<file path="config.mk">
export PLATFORM = sky130hd
export DESIGN_NAME = load_store_m
export DESIGN_NICKNAME = d
export VERILOG_FILES = /design/src/rtl/lsu_pkg.sv /design/src/rtl/lsu_align_m.sv /design/src/rtl/load_store_m.sv
export SDC_FILE = /design/constraint.sdc
export NUM_CORES = 1
export LEC_CHECK = 0
export ABC_CLOCK_PERIOD_IN_PS = 3190
export CORE_MARGIN = 2
export CORE_UTILIZATION = 53
export DETAILED_ROUTE_END_ITERATION = 10
export GPL_TIMING_DRIVEN = 1
export PLACE_DENSITY_LB_ADDON = 0.1
export SYNTH_ARGS = -nofsm -noshare
export SYNTH_HDL_FRONTEND = slang
export SYNTH_SLANG_ARGS = --single-unit
</file>
<file path="constraint.sdc">
create_clock -name clk -period 3.19 [get_ports clk]
set_input_delay 0.4785 -clock clk [delete_from_list [all_inputs] [get_ports clk]]
set_output_delay 0.4785 -clock clk [all_outputs]
set_load 0.005 [all_outputs]
</file>
<file path="src/rtl/lsu_pkg.sv">
// lsu_pkg: shared definitions for the load/store unit.
//   - SZ_* : request size encodings (byte/half/word/illegal)
//   - lsu_state_e : control FSM states
//   - size_nbytes() : number of bytes moved for a size code
package lsu_pkg;

  localparam logic [1:0] SZ_BYTE = 2'd0;
  localparam logic [1:0] SZ_HALF = 2'd1;
  localparam logic [1:0] SZ_WORD = 2'd2;
  localparam logic [1:0] SZ_ILL  = 2'd3;

  typedef enum logic [1:0] {
    IDLE = 2'd0,
    ACC0 = 2'd1,
    ACC1 = 2'd2,
    RESP = 2'd3
  } lsu_state_e;

  // Illegal size maps to 4; the FSM never issues an access for it.
  function automatic logic [2:0] size_nbytes(input logic [1:0] size);
    logic [2:0] nb;
    case (size)
      SZ_BYTE: nb = 3'd1;
      SZ_HALF: nb = 3'd2;
      default: nb = 3'd4;
    endcase
    return nb;
  endfunction

endpackage

</file>
<file path="src/rtl/lsu_align_m.sv">
// lsu_align_m: combinational data alignment for the load/store unit.
// Ports:
//   size_i, off_i, signed_i : request size, byte offset in word, sign-extend flag
//   wdata_i                 : right-justified store data
//   word_a_i, word_b_i      : low / high memory words for a load
//   wdata_a_o, strb_a_o     : write data and byte strobes for word A
//   wdata_b_o, strb_b_o     : write data and byte strobes for word B
//   split_o                 : access straddles a word boundary
//   rdata_o                 : merged and extended load result
module lsu_align_m
  import lsu_pkg::*;
(
  input  logic [1:0]  size_i,
  input  logic [1:0]  off_i,
  input  logic        signed_i,
  input  logic [31:0] wdata_i,
  input  logic [31:0] word_a_i,
  input  logic [31:0] word_b_i,
  output logic [31:0] wdata_a_o,
  output logic [31:0] wdata_b_o,
  output logic [3:0]  strb_a_o,
  output logic [3:0]  strb_b_o,
  output logic        split_o,
  output logic [31:0] rdata_o
);

  logic [2:0]  nbytes;
  logic [3:0]  base_mask;
  logic [7:0]  mask8;
  logic [4:0]  shamt;
  logic [63:0] st_shift;
  logic [31:0] ld_raw;

  assign shamt     = {off_i, 3'b000};
  assign nbytes    = size_nbytes(size_i);
  assign base_mask = 4'((5'd1 << nbytes) - 5'd1);

  // An 8-bit strobe window spanning words A and B; the upper half is word B.
  assign mask8    = {4'b0000, base_mask} << off_i;
  assign st_shift = {32'd0, wdata_i} << shamt;

  assign wdata_a_o = st_shift[31:0];
  assign wdata_b_o = st_shift[63:32];
  assign strb_a_o  = mask8[3:0];
  assign strb_b_o  = mask8[7:4];
  // Derived from the high strobes so a split never issues an empty access.
  assign split_o   = |mask8[7:4];

  // Requested bytes land at the bottom after shifting the word pair down.
  assign ld_raw = 32'({word_b_i, word_a_i} >> shamt);

  always_comb begin
    rdata_o = ld_raw;
    case (size_i)
      SZ_BYTE: rdata_o = {{24{signed_i & ld_raw[7]}}, ld_raw[7:0]};
      SZ_HALF: rdata_o = {{16{signed_i & ld_raw[15]}}, ld_raw[15:0]};
      SZ_WORD: rdata_o = ld_raw;
      default: rdata_o = ld_raw;
    endcase
  end

endmodule

</file>
<file path="src/rtl/load_store_m.sv">
// load_store_m: processor-side load/store unit for the data memory.
// Takes one request at a time, issues one or two aligned word accesses
// with byte strobes, and returns a single one-cycle response.
// Ports:
//   clk, rst_n                  : clock, asynchronous active-low reset
//   req_valid/req_ready         : request handshake
//   req_write/size/signed/addr/wdata : request fields
//   resp_valid/resp_rdata/resp_err   : one-cycle response
//   mem_read/mem_write/mem_addr/mem_wdata/mem_wstrb : word access, held until mem_ready
//   mem_rdata/mem_ready         : memory read data and completion
module load_store_m
  import lsu_pkg::*;
#(
  parameter int ADDR_W = 32,
  parameter int DATA_W = 32
) (
  input  logic              clk,
  input  logic              rst_n,
  input  logic              req_valid,
  output logic              req_ready,
  input  logic              req_write,
  input  logic [1:0]        req_size,
  input  logic              req_signed,
  input  logic [ADDR_W-1:0] req_addr,
  input  logic [DATA_W-1:0] req_wdata,
  output logic              resp_valid,
  output logic [DATA_W-1:0] resp_rdata,
  output logic              resp_err,
  output logic              mem_read,
  output logic              mem_write,
  output logic [ADDR_W-1:0] mem_addr,
  output logic [DATA_W-1:0] mem_wdata,
  output logic [3:0]        mem_wstrb,
  input  logic [DATA_W-1:0] mem_rdata,
  input  logic              mem_ready
);

  lsu_state_e state_q, state_d;

  logic              write_q, write_d;
  logic [1:0]        size_q, size_d;
  logic              signed_q, signed_d;
  logic [1:0]        off_q, off_d;
  logic [DATA_W-1:0] wdata_q, wdata_d;
  logic [31:0]       word_a_q, word_a_d;

  logic              req_ready_q, req_ready_d;
  logic              resp_valid_q, resp_valid_d;
  logic [DATA_W-1:0] resp_rdata_q, resp_rdata_d;
  logic              resp_err_q, resp_err_d;
  logic              mem_read_q, mem_read_d;
  logic              mem_write_q, mem_write_d;
  logic [ADDR_W-1:0] mem_addr_q, mem_addr_d;
  logic [DATA_W-1:0] mem_wdata_q, mem_wdata_d;
  logic [3:0]        mem_wstrb_q, mem_wstrb_d;

  // Aligner sees the live request while idle (so word A is ready on the
  // strobe cycle) and the latched request afterwards.
  logic        idle;
  logic [1:0]  al_size;
  logic [1:0]  al_off;
  logic        al_signed;
  logic [31:0] al_wdata;
  logic [31:0] al_word_a;
  logic [31:0] al_wdata_a, al_wdata_b;
  logic [3:0]  al_strb_a, al_strb_b;
  logic        al_split;
  logic [31:0] al_rdata;

  assign idle      = (state_q == IDLE);
  assign al_size   = idle ? req_size   : size_q;
  assign al_off    = idle ? req_addr[1:0] : off_q;
  assign al_signed = idle ? req_signed : signed_q;
  assign al_wdata  = idle ? req_wdata  : wdata_q;
  // Word A comes straight from memory when the load completes in ACC0.
  assign al_word_a = (state_q == ACC0) ? mem_rdata : word_a_q;

  lsu_align_m u_align (
    .size_i    (al_size),
    .off_i     (al_off),
    .signed_i  (al_signed),
    .wdata_i   (al_wdata),
    .word_a_i  (al_word_a),
    .word_b_i  (mem_rdata),
    .wdata_a_o (al_wdata_a),
    .wdata_b_o (al_wdata_b),
    .strb_a_o  (al_strb_a),
    .strb_b_o  (al_strb_b),
    .split_o   (al_split),
    .rdata_o   (al_rdata)
  );

  always_comb begin
    state_d      = state_q;
    write_d      = write_q;
    size_d       = size_q;
    signed_d     = signed_q;
    off_d        = off_q;
    wdata_d      = wdata_q;
    word_a_d     = word_a_q;
    req_ready_d  = req_ready_q;
    resp_valid_d = resp_valid_q;
    resp_rdata_d = resp_rdata_q;
    resp_err_d   = resp_err_q;
    mem_read_d   = mem_read_q;
    mem_write_d  = mem_write_q;
    mem_addr_d   = mem_addr_q;
    mem_wdata_d  = mem_wdata_q;
    mem_wstrb_d  = mem_wstrb_q;

    case (state_q)
      IDLE: begin
        if (req_valid && req_ready_q) begin
          write_d     = req_write;
          size_d      = req_size;
          signed_d    = req_signed;
          off_d       = req_addr[1:0];
          wdata_d     = req_wdata;
          req_ready_d = 1'b0;
          if (req_size == SZ_ILL) begin
            state_d      = RESP;
            resp_valid_d = 1'b1;
            resp_err_d   = 1'b1;
            resp_rdata_d = '0;
          end else begin
            state_d     = ACC0;
            mem_read_d  = !req_write;
            mem_write_d = req_write;
            mem_addr_d  = {req_addr[ADDR_W-1:2], 2'b00};
            mem_wdata_d = req_write ? al_wdata_a : '0;
            mem_wstrb_d = req_write ? al_strb_a  : 4'b0000;
          end
        end
      end
      ACC0: begin
        if (mem_ready) begin
          word_a_d = mem_rdata;
          if (al_split) begin
            // Strobe stays high; only address, data and strobes move on.
            state_d     = ACC1;
            mem_addr_d  = mem_addr_q + ADDR_W'(4);
            mem_wdata_d = write_q ? al_wdata_b : '0;
            mem_wstrb_d = write_q ? al_strb_b  : 4'b0000;
          end else begin
            state_d      = RESP;
            mem_read_d   = 1'b0;
            mem_write_d  = 1'b0;
            mem_addr_d   = '0;
            mem_wdata_d  = '0;
            mem_wstrb_d  = 4'b0000;
            resp_valid_d = 1'b1;
            resp_rdata_d = write_q ? '0 : al_rdata;
          end
        end
      end
      ACC1: begin
        if (mem_ready) begin
          state_d      = RESP;
          mem_read_d   = 1'b0;
          mem_write_d  = 1'b0;
          mem_addr_d   = '0;
          mem_wdata_d  = '0;
          mem_wstrb_d  = 4'b0000;
          resp_valid_d = 1'b1;
          resp_rdata_d = write_q ? '0 : al_rdata;
        end
      end
      RESP: begin
        state_d      = IDLE;
        resp_valid_d = 1'b0;
        resp_err_d   = 1'b0;
        resp_rdata_d = '0;
        req_ready_d  = 1'b1;
      end
      default: state_d = IDLE;
    endcase
  end

  always_ff @(posedge clk or negedge rst_n) begin
    if (!rst_n) begin
      state_q      <= IDLE;
      write_q      <= 1'b0;
      size_q       <= SZ_BYTE;
      signed_q     <= 1'b0;
      off_q        <= 2'b00;
      wdata_q      <= '0;
      word_a_q     <= '0;
      req_ready_q  <= 1'b1;
      resp_valid_q <= 1'b0;
      resp_rdata_q <= '0;
      resp_err_q   <= 1'b0;
      mem_read_q   <= 1'b0;
      mem_write_q  <= 1'b0;
      mem_addr_q   <= '0;
      mem_wdata_q  <= '0;
      mem_wstrb_q  <= 4'b0000;
    end else begin
      state_q      <= state_d;
      write_q      <= write_d;
      size_q       <= size_d;
      signed_q     <= signed_d;
      off_q        <= off_d;
      wdata_q      <= wdata_d;
      word_a_q     <= word_a_d;
      req_ready_q  <= req_ready_d;
      resp_valid_q <= resp_valid_d;
      resp_rdata_q <= resp_rdata_d;
      resp_err_q   <= resp_err_d;
      mem_read_q   <= mem_read_d;
      mem_write_q  <= mem_write_d;
      mem_addr_q   <= mem_addr_d;
      mem_wdata_q  <= mem_wdata_d;
      mem_wstrb_q  <= mem_wstrb_d;
    end
  end

  assign req_ready  = req_ready_q;
  assign resp_valid = resp_valid_q;
  assign resp_rdata = resp_rdata_q;
  assign resp_err   = resp_err_q;
  assign mem_read   = mem_read_q;
  assign mem_write  = mem_write_q;
  assign mem_addr   = mem_addr_q;
  assign mem_wdata  = mem_wdata_q;
  assign mem_wstrb  = mem_wstrb_q;

endmodule

</file>
==> impl_results.md, run 1 <==
* Status: completed
* Worst setup SP type: flip-flop
* Ys flop type: dfrtp_1
* Final core occ at between 60% and 70%
* Psw at between 0.006 and 0.007 W
* TritonCTS clock tree: built
* Overall die width at 145 um
* Port buffer count at 206
* Ports at roughly 210
* Crit path depth at 8
* H-tree depth at 4
* Final Slew Violations at 0
* Seq pwr share at 25.7%
* Yosys warns at 0
* Skew-Pair Late Insertion Delay at 440 ps
* Largest net degree at the start of global routing at between 80 and 90
* Inst Count DP at 1494
* Initial antenna violation count at 0
* Antenna Cells at 0
* Wirelength per Cell at ~21 um
* Post-route ant nets at 0
* Reg-to-reg critical path endpoint: mem_addr[21]$_DFFE_PN0P_
* Mapped Area at ~11000 um2
* EDFF count, synth at 0
* Critical path required time at 3530 ps
* CTS Buf Count at 17
* Combinational power share at approximately three fifths
* Site Rows at slightly above 50
* Synthesized instance count at between 1k and 1.5k
* Clock Skew at between 10 and 15 ps
* Synth Register Bits at between 150 and 200
* Yosys cell types at 72
* Maxcap violations at 0
* Clock transition at path regs at ~70 ps
* WL met2 at approximately 14000 um
* Drt pass-1 iters at 7
* Highest metal used: met4
* Gpl congestion at approximately 0.95
* Period utilization at 92.2%
* Worst-case reg-to-reg path depth at 8
* CORE AREA at about 19000 um2
* Worst Path Max Fanout at 26
* CP top delay family: compound AO/OA/AOI/OAI gates
* HPWL Detailed at ~22000 um
* Share of cells above drive strength 1 at 17.5%
* DRC viols at 0
* First-pass GRT wire length at 49600 um
* Async S/R FF share, synth at 100%
* Setup slack, reg-to-reg at ~250 ps
* Vias in the first global route at approximately 9k
* Die Ht at 145 um
* Area grow syn2layout at 28.9%
* Total Wirelength at 31400 um
* Post-Route M1 WL at between 10000 and 15000 um
* Via density at about 6
* Final net count at 1358
* Post-synthesis sequential area ratio at about two fifths
* Max incr delay on CP at roughly 640 ps
* Synth Area per Inst at 9.88 um2
* Share of the synthesized area in the top cell type at around two fifths
* Setup violators final at 0
* Lkg Pwr at about 5.7 nW
* Min Hold Slack at about 480 ps
* Clock sinks at 175
* Max Clock Freq at about 0.34 GHz
* Minimum clock period at between 2000 and 3000 ps
* CP Buf/Inv Count at 2
* Root Driver: clkbuf_16
* P per Cell Area at between 1000 and 1500 nW/um2
* DR iter-0 viols at ~760
* CP max stage cell: o211a_2
* Clock tree buffer depth at 2
* Final Hold Viols at 0
* Crit. Startpoint: state_q[0]$_DFFE_PN0P_
* Initial core utilization at 54.0%
* Slew margin rel. at between 50% and 60%
* Crit Path Category: flip-flop to flip-flop
* Area contributors post-synth: dfrtp_1 (41%), mux2_2 (12%), mux2i_1 (6.7%)
* Overall global routing resource usage at 30.5%
* Slew @ Worst Pin at between 600 and 700 ps
* Die ar. at 21000 um2
* Critical Path, Cell by Cell: inv_1 -> ha_2 -> mux2_4 -> a21boi_1 -> o211a_2 -> buf_4 -> a32oi_1 -> o22ai_1
* Grt ovf at 0
* Setup Fix Bufs, Post-CTS at 0
* Clock share of power at between 10% and 20%
* VDD IR max at ~0.55 mV
* Synth area leader: dfrtp_1
* CP arrival at ~3300 ps
* RSZ-0062 raised after global routing: no
* Crit path capture: mem_addr[21]$_DFFE_PN0P_
* Cell-internal power at around 0.0086 W
* Non-Filler Instances at 1527
* Vias at approximately 9.4k
* Total Neg Setup Slack at 0 ps
* Hold Crit Class: flip-flop to flip-flop
* Reg2Reg Launch Point: state_q[0]$_DFFE_PN0P_
* Met3 routed WL at around 3100 um
* CP Capture Type: flip-flop
* Sw Share at between 40% and 50%
sequential cells by signal (all words and copies together), names as in the netlist, 2 cells and up:
name	flops
resp_rdata	32
state_q	2
mem_wstrb	4
word_a_q	32
mem_wdata	32
off_q	2
wdata_q	32
mem_addr	30
size_q	2
what timing repair did:
action / 4_1_cts / 5_1_grt
endpoints found under the hold margin: 4 / 0
hold buffers: 1 / 0
setup endpoints to repair: 0 / 0
resized for setup: 0 / 0
how the worst min path moves through the flow:
stage	start	endpoint	slack (ps)	cells past startpoint
6_report	mem_wdata[31]$_DFFE_PN0P_	mem_wdata[31]$_DFFE_PN0P_	480	2
5_1_grt	mem_wdata[29]$_DFFE_PN0P_	mem_wdata[29]$_DFFE_PN0P_	510	2
4_1_cts	mem_wdata[31]$_DFFE_PN0P_	mem_wdata[31]$_DFFE_PN0P_	490	2
3_5_place_dp	rst_n	mem_addr[2]$_DFFE_PN0P_	460	1
3_3_place_gp	mem_wdata[31]$_DFFE_PN0P_	mem_wdata[31]$_DFFE_PN0P_	460	2
2_1_floorplan	rst_n	mem_addr[10]$_DFFE_PN0P_	180	0
tightest hold or removal path, delay by kind of cell, from the launching register on:
| family | cells | cell delay, ps |
|---|---|---|
| flops | 1 | 340 |
| simple gates | 1 | 50 |
| compound gates | 1 | 60 |
area by class of cell:
| class | instances | area (um2) |
|---|---|---|
| Multi-Input combinational cell | 783 | 5670 |
| Tap cell | 265 | 332 |
| Clock inverter | 13 | 200 |
| Timing Repair Buffer | 243 | 2420 |
| Clock buffer | 19 | 443 |
| Inverter | 29 | 109 |
| Fill cell | 1538 | 5910 |
| Sequential cell | 175 | 4380 |
stage by stage:
stage	cell area (um2)	setup slack [ps]	total power, W
CTS	13600	273	0.0151
floorplan	10500	718	0.00961
finish	13600	248	0.0152
global placement	12900	344	0.0125
detailed placement	12900	294	0.0127
global route	13600	40.5	0.0162
cell usage after synthesis (4+ instances only):
cell        n
a2111o_1    9
a211oi_1   20
a21oi_1    40
a221o_1     7
a221oi_1   18
a22o_1     14
a22oi_1    28
a31oi_1    11
a32o_1      7
a32oi_1     4
and3_1      8
and4_1      5
buf_1       7
buf_2      24
buf_4      11
clkbuf_1   34
dfrtp_1   174
ha_1        5
inv_1      29
mux2_2    111
mux2i_1    70
mux4_2      8
nand2_1   113
nand3_1    25
nand3_2    10
nand4_1     6
nor2_1     96
nor2b_1    12
nor3_1     28
o211ai_1    7
o21ai_0    43
o21ai_1     4
o22ai_1    17
power by group through the flow:
stage	sequential (W)	combinational, W	clock (W)
2_1_floorplan	0.00376	0.00586	0
3_3_place_gp	0.00390	0.00865	0
3_5_place_dp	0.00393	0.00880	0
4_1_cts	0.00389	0.00884	0.00234
5_1_grt	0.00402	0.00973	0.00244
6_report	0.00390	0.00898	0.00232
logic make-up after synthesis:
logic type	count (synthesis)	synth area share (%)
AO/OA/AOI/OAI	260	17.7
adder cells (fa/ha/maj)	5	0.595
buffers and inverters	107	4.64
flip-flops	175	41.7
multiplexers	194	21.0
other	1	0.0357
AND/OR/NAND/NOR	322	14.3
placed cells by master (no fill, tap or decap), drive strengths merged, types with 14 or more instances in the layout:
master,n
a21oi,41
nor3,30
mux2,113
a211oi,20
buf,37
o22ai,17
mux2i,73
nor2,96
inv,34
dfrtp,174
nand2,113
o21ai,47
a22o,14
a22oi,28
clkdlybuf4s50,205
nand3,35
a221oi,18
clkbuf,19
routing by layer:
metal,up-vias,track usage (%)
met4,0,6.75
met2,434,44.7
met3,38,7.40
met5,-,0
met1,4616,45.7
li1,4323,-
Power figures use the tool's default switching activity.
==> run 2, diff against run 1 <==
--- a/config.mk
+++ b/config.mk
@@ -6,8 +6,8 @@
 export NUM_CORES = 1
 export LEC_CHECK = 0
 export ABC_CLOCK_PERIOD_IN_PS = 3190
-export CORE_MARGIN = 2
 export CORE_UTILIZATION = 53
+export CTS_CLUSTER_SIZE = 25
 export DETAILED_ROUTE_END_ITERATION = 10
 export GPL_TIMING_DRIVEN = 1
 export PLACE_DENSITY_LB_ADDON = 0.1
==> impl_results.md, run 2 (synthesis gave the netlist of run 1 again) <==
* Vias at slightly above 9k
* DR iter-0 viols at around 660
* P per Cell Area at 1120 nW/um2
* Crit. Startpoint: state_q[0]$_DFFE_PN0P_
* Root Driver: clkbuf_16
* Final WS setup at roughly 270 ps
* Reg2Reg Launch Point: state_q[0]$_DFFE_PN0P_
* CP arrival at 3290 ps
* Die ar. at approximately 20000 um2
* Period utilization at between 90% and 100%
* Psw at 0.00646 W
* Most common cell after layout, fill and taps aside: clkdlybuf4s50_1
* RSZ-0062 raised after global routing: no
* HPWL Detailed at roughly 22000 um
* CP Capture Type: flip-flop
* Worst setup SP type: flip-flop
* Cell-internal power at about 0.0087 W
* Seq pwr share at roughly a quarter
* Overall global routing resource usage at a little over 30%
* Overall die width at between 100 and 150 um
* Total Wirelength at around 30000 um
* Critical path required time at ~3600 ps
* Clock tree buffer depth at 2
* Post-route ant nets at 0
* Site Rows at 51
* VDD IR max at 0.689 mV
* Setup violators final at 0
* TritonCTS clock tree: built
* Worst slack, placed at between 10 and 15 ps
* Area grow syn2layout at 28.9%
* Wirelength per Cell at approximately 20 um
* CORE AREA at approximately 19000 um2
* Minimum clock period at slightly below 3000 ps
* Status: completed
* Slew margin rel. at 31.4%
* Grt ovf at 0
* Max Clock Freq at around 0.34 GHz
* Via density at about 6.1
* Die Ht at 143 um
* Combinational power share at about three fifths
* Hold Crit Class: input port to async pin
* Crit Path Category: flip-flop to flip-flop
* Share of cells above drive strength 1 at 17.6%
* Final net count at roughly 1.4k
* Initial antenna violation count at 1
* Vias in the first global route at approximately 8.8k
* First-pass GRT wire length at between 40000 and 50000 um
* PostCTS Resize Cnt at 1
* CTS Buf Count at 17
* Clock sinks at between 150 and 200
* Largest net degree at the start of global routing at 72
* DRC viols at 0
* Clock transition at path regs at ~60 ps
* CTS hold repair buffers at 0
* Initial core utilization at between 50% and 60%
* Setup Fix Bufs, Post-CTS at 0
* Gpl congestion at around 0.88
* Slew @ Worst Pin at roughly 1000 ps
* Sw Share at 42.6%
* Ports at roughly 210
* Setup slack, reg-to-reg at approximately 270 ps
* Total Neg Setup Slack at 0 ps
* Worst Path Max Fanout at 27
* Drt pass-1 iters at 5
* Port buffer count at just over 200
* Clock share of power at 15.8%
* Maxcap violations at 0
* Commonest non-fill, non-tap cells in the layout: clkdlybuf4s50_1 (205), dfrtp_1 (174), nand2_1 (113)
* Lkg Pwr at about 5.7 nW
* H-tree depth at 4
* Final Hold Viols at 0
* Skew-Pair Late Insertion Delay at ~430 ps
* Final Slew Violations at 0
* Clock Skew at slightly below 7 ps
[run 2: area by class of cell]
class                           instances  area, um2
Clock inverter                          8        175
Timing Repair Buffer                  241       2380
Clock buffer                           23        508
Sequential cell                       175       4380
Antenna cell                            1       2.50
Inverter                               29        109
Multi-Input combinational cell        783       5670
Tap cell                              265        332
Fill cell                            1471       5910
[run 2: power groups by stage]
stage,Sequential (W),Combinational [W],Clock (W)
floorplan,0.00376,0.00586,0
global placement,0.00389,0.00851,0
detailed placement,0.00393,0.00869,0
CTS,0.00390,0.00874,0.00242
global route,0.00402,0.00959,0.00250
finish,0.00391,0.00886,0.00240
[run 2: stage by stage]
stage / power, W / cells / hold WS [ps] / utilization, % / instance area (um2)
finish: 0.0152 / 1525 / 64.3 / 69.6 / 13600
global route: 0.0161 / 1524 / 105 / 69.6 / 13600
CTS: 0.0151 / 1524 / 89.9 / 69.6 / 13600
detailed placement: 0.0126 / 1493 / 470 / 66.1 / 12900
global placement: 0.0124 / 1493 / 462 / 66.1 / 12900
floorplan: 0.00961 / 1065 / 183 / - / 10500
[run 2: critical path, stage by stage, from the launching register on]
cell	delay, ps
dfrtp_1	430
inv_1	120
ha_2	420
mux2i_4	420
buf_4	390
mux2i_1	270
or3b_2	470
o211ai_1	150
a22o_1	170
[run 2: path summary, 6_finish.rpt]
kind / endpoint / cells after the start
worst min register to register: mem_wstrb[3]$_DFFE_PN0P_ / 2
max in group asynchronous: mem_addr[17]$_DFFE_PN0P_ / 2
min in group clk: mem_wstrb[3]$_DFFE_PN0P_ / 2
worst max register to register: resp_rdata[15]$_DFFE_PN0P_ / 8
worst min-delay path: mem_addr[4]$_DFFE_PN0P_ / 1
worst max-delay path: resp_rdata[15]$_DFFE_PN0P_ / 8
[run 2: metal layers]
metal | wire length, um | up-vias | track usage [%]
met1 | 13800 | 4545 | 44.5
met4 | 495 | 0 | 8.04
li1 | - | 4328 | -
met2 | 13400 | 443 | 45.5
met5 | 0 | - | 0
met3 | 2950 | 38 | 8.25
